**config.mk**
```make
export PLATFORM = sky130hd
export DESIGN_NAME = regex_scan_ctrl
export DESIGN_NICKNAME = d
export VERILOG_FILES = /design/src/rtl/regex_pkg.sv /design/src/rtl/regex_hit_pipe.sv /design/src/rtl/regex_scan_ctrl.sv
export SDC_FILE = /design/constraint.sdc
export NUM_CORES = 1
export LEC_CHECK = 0
export CORE_ASPECT_RATIO = 1.25
export CORE_UTILIZATION = 50
export DETAILED_ROUTE_END_ITERATION = 7
export HOLD_SLACK_MARGIN = 0.08
export PLACE_DENSITY = 0.77
export SLEW_MARGIN = 20
export SYNTH_ARGS = -nofsm -noshare
export SYNTH_HDL_FRONTEND = slang
export SYNTH_SLANG_ARGS = --single-unit
```
**constraint.sdc**
```tcl
create_clock -name clk -period 1.9 [get_ports clk]
set_input_delay 0.38 -clock clk [delete_from_list [all_inputs] [get_ports clk]]
set_output_delay 0.38 -clock clk [all_outputs]
set_load 0.03 [all_outputs]
```
**src/rtl/regex_pkg.sv**
```systemverilog
// Shared types and defaults for the regex scan controller.
package regex_pkg;

  // Default width of the character position and match counters
  localparam int POS_W_DEFAULT = 16;

  // Default matcher latency from character to accept output
  localparam int MATCH_LAT_DEFAULT = 1;

  // Frame scan controller states
  typedef enum logic [2:0] {
    IDLE  = 3'd0,
    FLUSH = 3'd1,
    SCAN  = 3'd2,
    DRAIN = 3'd3,
    DONE  = 3'd4
  } scan_state_t;

endpackage

```
**src/rtl/regex_hit_pipe.sv**
```systemverilog
// Delay line that carries {valid, pos} of each transferred character so a
// matcher accept arriving DEPTH cycles later can be tied back to its position.
module regex_hit_pipe #(
  parameter int DEPTH = 1,
  parameter int POS_W = 16
) (
  input  logic             clk,
  input  logic             reset,
  input  logic             clear,
  input  logic             in_valid,
  input  logic [POS_W-1:0] in_pos,
  output logic             out_valid,
  output logic [POS_W-1:0] out_pos
);

  logic [DEPTH-1:0] valid_q;
  logic [POS_W-1:0] pos_q [DEPTH];

  // Valid bits shift every cycle; reset and frame flush empty the line
  always_ff @(posedge clk) begin
    if (reset || clear) begin
      valid_q <= '0;
    end else begin
      valid_q[0] <= in_valid;
      for (int i = 1; i < DEPTH; i++) begin
        valid_q[i] <= valid_q[i-1];
      end
    end
  end

  // Positions shift alongside; they are only consumed when qualified by valid
  always_ff @(posedge clk) begin
    pos_q[0] <= in_pos;
    for (int i = 1; i < DEPTH; i++) begin
      pos_q[i] <= pos_q[i-1];
    end
  end

  assign out_valid = valid_q[DEPTH-1];
  assign out_pos   = pos_q[DEPTH-1];

endmodule

```
**src/rtl/regex_scan_ctrl.sv**
```systemverilog
// Frame scan controller for an external token-passing regex matcher.
// Streams one character per handshake into the matcher, attributes each
// matcher accept back to the character position that completed it, and
// counts hits per frame.
// Optional build macro REGEX_SCAN_STOP_ON_MATCH_EN: stop feeding the matcher
// and ignore further accepts after the first hit of a frame.
module regex_scan_ctrl
  import regex_pkg::*;
#(
  parameter int POS_W     = POS_W_DEFAULT,
  parameter int MATCH_LAT = MATCH_LAT_DEFAULT
) (
  input  logic             clk,
  input  logic             reset,
  input  logic             cmd_start,
  input  logic             cmd_anchored,
  input  logic             in_valid,
  output logic             in_ready,
  input  logic             in_bit,
  input  logic             in_last,
  output logic             m_flush,
  output logic             m_start,
  output logic             m_char,
  input  logic             m_match,
  output logic             hit,
  output logic [POS_W-1:0] hit_pos,
  output logic [POS_W-1:0] hit_count,
  output logic             busy,
  output logic             done,
  output logic             ovf
);

  localparam int DRAIN_W = (MATCH_LAT > 1) ? $clog2(MATCH_LAT) : 1;
  localparam logic [POS_W-1:0]   POS_MAX    = '1;
  localparam logic [DRAIN_W-1:0] DRAIN_LAST = DRAIN_W'(MATCH_LAT - 1);

  scan_state_t        state;
  scan_state_t        state_next;
  logic [POS_W-1:0]   pos;
  logic [POS_W-1:0]   hit_cnt_q;
  logic               anchored_q;
  logic               ovf_q;
  logic [DRAIN_W-1:0] drain_cnt;

  logic               frame_start;
  logic               xfer;
  logic               start_tok;
  logic               match_gate;
  logic               hit_int;
  logic               pipe_valid;
  logic [POS_W-1:0]   pipe_pos;

  // A new frame may only begin from an idle or finished controller
  assign frame_start = cmd_start && ((state == IDLE) || (state == DONE));

  // Characters are only accepted while scanning; reset blocks everything
  assign in_ready  = !reset && (state == SCAN);
  assign xfer      = in_ready && in_valid;

  // Anchored frames inject a start token only ahead of the first character
  assign start_tok = !anchored_q || (pos == '0);

`ifdef REGEX_SCAN_STOP_ON_MATCH_EN
  logic stopped_q;

  // Remember the first hit of the frame so the matcher is starved afterwards
  always_ff @(posedge clk) begin
    if (reset) begin
      stopped_q <= 1'b0;
    end else if (frame_start) begin
      stopped_q <= 1'b0;
    end else if (hit_int) begin
      stopped_q <= 1'b1;
    end
  end

  assign match_gate = !stopped_q;
`else
  assign match_gate = 1'b1;
`endif

  assign m_char  = xfer && match_gate && in_bit;
  assign m_start = xfer && match_gate && start_tok;

  // The matcher's register reset doubles as its per-frame flush
  assign m_flush = reset || (state == FLUSH);

  regex_hit_pipe #(
    .DEPTH (MATCH_LAT),
    .POS_W (POS_W)
  ) u_hit_pipe (
    .clk       (clk),
    .reset     (reset),
    .clear     (state == FLUSH),
    .in_valid  (xfer && match_gate),
    .in_pos    (pos),
    .out_valid (pipe_valid),
    .out_pos   (pipe_pos)
  );

  // An accept counts only when it lines up with a character that was fed in
  assign hit_int   = !reset && m_match && pipe_valid && match_gate;
  assign hit       = hit_int;
  assign hit_pos   = hit_int ? pipe_pos : '0;
  assign hit_count = reset ? '0 : hit_cnt_q;
  assign ovf       = !reset && ovf_q;
  assign busy      = !reset && ((state == FLUSH) || (state == SCAN) || (state == DRAIN));
  assign done      = !reset && (state == DONE);

  // State register
  always_ff @(posedge clk) begin
    if (reset) begin
      state <= IDLE;
    end else begin
      state <= state_next;
    end
  end

  // Next-state logic: flush one cycle, scan to the last character, then wait
  // out the matcher latency so the final character's accept is not lost
  always_comb begin
    state_next = state;
    unique case (state)
      IDLE:    if (cmd_start) state_next = FLUSH;
      FLUSH:   state_next = SCAN;
      SCAN:    if (xfer && in_last) state_next = DRAIN;
      DRAIN:   if (drain_cnt == DRAIN_LAST) state_next = DONE;
      DONE:    if (cmd_start) state_next = FLUSH;
      default: state_next = IDLE;
    endcase
  end

  // Frame bookkeeping: position, hit count, overflow flag and anchor mode
  always_ff @(posedge clk) begin
    if (reset) begin
      pos        <= '0;
      hit_cnt_q  <= '0;
      ovf_q      <= 1'b0;
      anchored_q <= 1'b0;
    end else begin
      if (frame_start) begin
        pos        <= '0;
        hit_cnt_q  <= '0;
        ovf_q      <= 1'b0;
        anchored_q <= cmd_anchored;
      end
      if (xfer) begin
        if (pos == POS_MAX) begin
          ovf_q <= 1'b1;
        end else begin
          pos <= pos + POS_W'(1);
        end
      end
      if (hit_int && (hit_cnt_q != POS_MAX)) begin
        hit_cnt_q <= hit_cnt_q + POS_W'(1);
      end
    end
  end

  // Count drain cycles; the counter rests at zero outside DRAIN
  always_ff @(posedge clk) begin
    if (reset) begin
      drain_cnt <= '0;
    end else if (state == DRAIN) begin
      drain_cnt <= drain_cnt + DRAIN_W'(1);
    end else begin
      drain_cnt <= '0;
    end
  end

endmodule

```
Word level (Yosys, flattened, before mapping):

Memories as Yosys holds them, arrays and structs flattened.
Index checks and enable logic that the tools add are counted.

* memories kept: 1
* bits of input ports: 8
* flip-flop bits (word level): 39
* memory bits (writable): 16

Memory list
* u_hit_pipe.pos_q: depth 1, bits a word 16, read ports 1, clocked after memory_dff 0, write ports 1, line regex_hit_pipe.sv:17 `logic [POS_W-1:0] pos_q [DEPTH];`

* bitwise gates (word level): 1
* reduce and logical (&&, ||, !) cells: 25
* $add $sub $neg: 3
* equal/unequal tests: 9
* muxes and demuxes: 14

Operators with widths (count)
* $mux 16: 7
* $add 16x1->16 const B: 2
* $eq 16x16->1 const B: 1
* $logic_not 16->1: 1
* $ne 16x16->1 const B: 1
* $logic_and 1x1->1: 12
* $pmux 3 s4: 1
* $mux 3: 3
* $eq 3x2->1 const B: 2
* $logic_or 1x1->1: 5
* $ne 2x1->1 const B: 2
* $reduce_or 2->1: 2
* $eq 3x1->1 const B: 1
* $eq 3x3->1 const B: 1
* $logic_not 3->1: 1
* $mux 1: 3
* $reduce_and 3->1: 1
* $logic_not 1->1: 2
* $ne 2x2->1 const B: 1
* $reduce_bool 2->1: 1
* $add 1x1->1 const B: 1
* $not 1->1: 1

Logic depth before layout (Yosys ltp):

* depth after elaboration: 6
* mapped depth: 8
* gate-level depth less buffers: 6

By module:

Synthesis repeated with hierarchy kept, for this count alone.

* cells, all modules: 323
* area, all modules: 2780.2 µm²

By module, submodules not included
* regex_scan_ctrl: instances 1, area each 2427.3 µm², cells an instance 305
* regex_hit_pipe: instances 1, area each 352.8 µm², cells an instance 18

Least setup slack after synthesis:

Ideal clock, no wire load.

* path type: input to output
* start: in m_match
* end: out hit_pos[10]
* path slack: -0.143 ns
* stages on the path: 6
* arrival: 1.663 ns
* cells stage by stage: nand2_1 or2_1 clkbuf_1 inv_1 clkbuf_1 and2_1

* cells in the longest elaborated chain, start to end: 3

Ends and longest elaborated chain
* start: declaration: line regex_scan_ctrl.sv:24 `input logic m_match,`
* $logic_and 1x1->1 (2 in series): line regex_scan_ctrl.sv:102 `assign hit_int = !reset && m_match && pipe_valid && match_gate;`
* via hit: line regex_scan_ctrl.sv:25 `output logic hit,`
* $mux 16: line regex_scan_ctrl.sv:104 `assign hit_pos = hit_int ? pipe_pos : '0;`
* end: declaration: line regex_scan_ctrl.sv:26 `output logic [POS_W-1:0] hit_pos,`

The timed path passes the listed nets, and every way through them passes these cells.

Final worst setup path:

* start: reg pos[0]
* end: out m_start

* cells in the longest elaborated chain, start to end: 3

Ends and longest elaborated chain
* start: declaration: line regex_scan_ctrl.sv:39 `logic [POS_W-1:0] pos;`
* start signal: assignment: line regex_scan_ctrl.sv:151 `pos <= pos + POS_W'(1);`
* $logic_not 16->1: line regex_scan_ctrl.sv:61 `assign start_tok = !anchored_q || (pos == '0);`
* $logic_or 1x1->1: line regex_scan_ctrl.sv:61
* $logic_and 1x1->1: line regex_scan_ctrl.sv:83 `assign m_start = xfer && match_gate && start_tok;`
* end: declaration: line regex_scan_ctrl.sv:22 `output logic m_start,`

Every way passes these cells.

==> impl_metrics.env <==
export IMPL_postPlaceCellArea_um2=3321
export IMPL_synth_edff_count=0
export IMPL_postRouteWirelength_um=6583
export IMPL_ys_warnings_count=0
export IMPL_startpoint="pos[0]$_SDFF_PP0_"
export IMPL_ys_ff_latch=55
export IMPL_hold_viol_final=0
export IMPL_cp_arrival_ps=1600
export IMPL_cts_tree="done"
export IMPL_critPathBufInv=2
export IMPL_syn_avg_cell_area_um2=8.898
export IMPL_ys_seq_area_share_pct=41.94
export IMPL_drt_initial_drc_count=195
export IMPL_initial_utilization_pct=51.67
export IMPL_coreArea_um2=5080
export IMPL_gr_usage_all_layers_pct=24.19
export IMPL_relSlewSlack_pct=76.10
export IMPL_fp_dieW_um=66.81
export IMPL_cts_path_max_buffers=2
export IMPL_final_setup_viol_count=1
export IMPL_fin_ws_ps=-75.30
export IMPL_rows=29
export IMPL_irDropWorstVdd_v=0.0005540
export IMPL_dr_pass1_iters=6
export IMPL_synth_distinct_cells=60
export IMPL_grt_max_degree=27
export IMPL_synth_fp_nets=306
export IMPL_critPathSlowestCell="dfxtp_4"
export IMPL_vias_per_cell=5.625
export IMPL_slowest_delay_ps=380
export IMPL_leakagePower_nw=1.513
export IMPL_p_total_mw=2.023
export IMPL_fin_nets=393
export IMPL_dr_total_vias=2503
export IMPL_design_die_area_um2=5545
export IMPL_syn_to_final_growth_pct=36.89
export IMPL_fin_crit_sh_pct=104.0
export IMPL_worstSetupEndpointType="output pin"
export IMPL_fin_setup_tns_ps=-75.30
export IMPL_min_delay_start="pos[13]$_SDFF_PP0_"
export IMPL_rr_startpoint="pos[1]$_SDFF_PP0_"
export IMPL_critical_path_startpoint_type="flop"
export IMPL_synthCells=295
export IMPL_crit_chain="inv_4, ha_4, nor4b_4, nand4_1, a21oi_2, buf_6"
export IMPL_grt_pass1_wl_um=10410
export IMPL_htreeDepth=2
export IMPL_fmax_ghz=0.5063
export IMPL_drc_errors=1
export IMPL_syn_cell_area_um2=2625
export IMPL_worst_slew_pin_slew_ps=353.9
export IMPL_fin_crit_ps=1975
export IMPL_finalClockSkew_ps=9.659
export IMPL_stdcell_count=445
export IMPL_layout_commonest_cell="buf_4"
export IMPL_worstPathMaxFanout=5
export IMPL_cts_hold_buf=0
export IMPL_globalplace_congestion=0.9002
export IMPL_grt_overflow=0
export IMPL_critical_path_top_delay_family="flip-flops"
export IMPL_cts_sinks=55
export IMPL_antenna_cells=0
export IMPL_cap_violations=0
export IMPL_critical_path_class="flop to output pin"
export IMPL_drive_above_1_share_pct=34.20
export IMPL_cts_root_buf="clkbuf_8"
export IMPL_routedWlPerCell_um=14.79
export IMPL_grt_antenna_before_repair=0
export IMPL_ioPinCount=48
export IMPL_clkLatencyLatePin_ps=320
export IMPL_hold_path_class="flop to flop"
export IMPL_io_buffers=47
export IMPL_dp_cells=431
export IMPL_dpl_hpwl_um=4545
export IMPL_drv_slew=0
export IMPL_rsz0062_at_grt="yes"
export IMPL_layout_common_cells="buf_4 (70), dfxtp_1 (49), nand2_1 (20)"
export IMPL_synthArstFlopShare_pct=0
export IMPL_synthFlopType="dfxtp_1"
export IMPL_final_util_pct=70.74
export IMPL_violations="design-rule violations, negative setup slack"
export IMPL_clk_pin_slew_ps=110
export IMPL_grt_pass1_vias=2254
export IMPL_power_density_nw_per_um2=563.0
export IMPL_crit_required_ps=1520
export IMPL_antenna_left=0
export IMPL_status="finished with violations"
export IMPL_numCtsBuffers=5
export IMPL_die_y_um=83.01
export IMPL_fin_area_um2=3593
## state kept, by name, indices dropped and copies added (netlist names)
signal                cells
hit_cnt_q                16
pos                      16
u_hit_pipe.pos_q         16
state                     3
anchored_q                1
drain_cnt                 1
ovf_q                     1
u_hit_pipe.out_valid      1
## power by group
group / internal, mW / switching (mW)
Combinational: 0.0728 / 0.0889
Sequential: 1.16 / 0.0100
Clock: 0.274 / 0.417
Total: 1.51 / 0.516
## layout make-up
type                    count  area [um^2]
multi-input cells         217         1480
clock inverters             3        27.53
repair buffers             95        795.8
fillers                   417         1486
clock buffers               5        68.82
flip-flops and latches     55         1111
well taps                  62        77.57
inverters                   8        32.53
## layer usage
metal / part of all wire [%] / routed length [um] / GRT usage [%]
met5: 0 / 0 / 0
met4: 1.8 / 121 / 9.671
met3: 3.8 / 251 / 3.297
met2: 51 / 3342 / 39.58
met1: 44 / 2867 / 31.35
## final timing paths
path                                     endpoint  slack [ps]  depth (start not counted)
hold reg to reg   u_hit_pipe.pos_q[0][13]$_DFF_P_         400                          0
setup / recovery                          m_start         -80                          6
setup reg to reg               pos[10]$_SDFF_PP0_         110                          8
hold / removal    u_hit_pipe.pos_q[0][13]$_DFF_P_         400                          0
## what timing repair did
action | in CTS | in global routing
gates resized for setup | 31 | 14
cloned | 1 | 0
endpoints found under the setup margin | 26 | 21
pin swaps | 7 | 6
buffers inserted | 0 | 5
## Yosys cell counts (all sizes together) (2+ instances only)
library cell | number | area, um^2
a21o | 3 | 23.77
a21oi | 17 | 88.84
a22o | 2 | 17.52
a31o | 3 | 26.28
a31oi | 4 | 25.02
a32o | 2 | 20.02
a32oi | 2 | 17.52
and2 | 18 | 112.6
and3 | 6 | 37.54
and4 | 3 | 26.28
buf | 6 | 37.53
clkbuf | 9 | 33.78
dfxtp | 55 | 1101
ha | 3 | 37.54
inv | 8 | 30.03
mux2i | 2 | 20.02
nand2 | 21 | 81.33
nand3 | 20 | 110.1
nand3b | 2 | 15.01
nand4 | 6 | 50.04
nand4b | 2 | 17.52
nor2 | 15 | 56.30
nor2b | 16 | 100.1
nor3 | 9 | 45.04
nor4 | 7 | 80.07
nor4b | 2 | 32.53
o211ai | 4 | 30.03
o21ai | 13 | 65.06
o22ai | 2 | 12.51
o31ai | 3 | 22.52
o32a | 2 | 20.02
or2 | 2 | 12.52
or3 | 4 | 25.02
xnor2 | 5 | 43.79
xor2 | 6 | 52.55
## cell families (layout without fill, tap and decap cells)
family	count (synthesis)	count (layout)	share of synthesized area, %
AOI/OAI and AO/OA	64	64	16.54
xor gates and xnor gates	11	11	3.670
adders and majority gates	3	3	1.430
buffers and inverters	23	111	3.861
DFF	55	55	41.94
muxes	2	2	0.7627
and+or+nand+nor	137	137	31.79
## through the flow
| stage | hold slack, ps | setup slack (ps) |
|---|---|---|
| after floorplan | 325.8 | 57.23 |
| after global placement | 393.8 | -181.7 |
| after detailed placement | 390.2 | -205.4 |
| after CTS | 403.9 | -78.58 |
| after global routing | 412.8 | -134.1 |
| final | 400.7 | -75.30 |
Power figures use the tool's default switching activity.
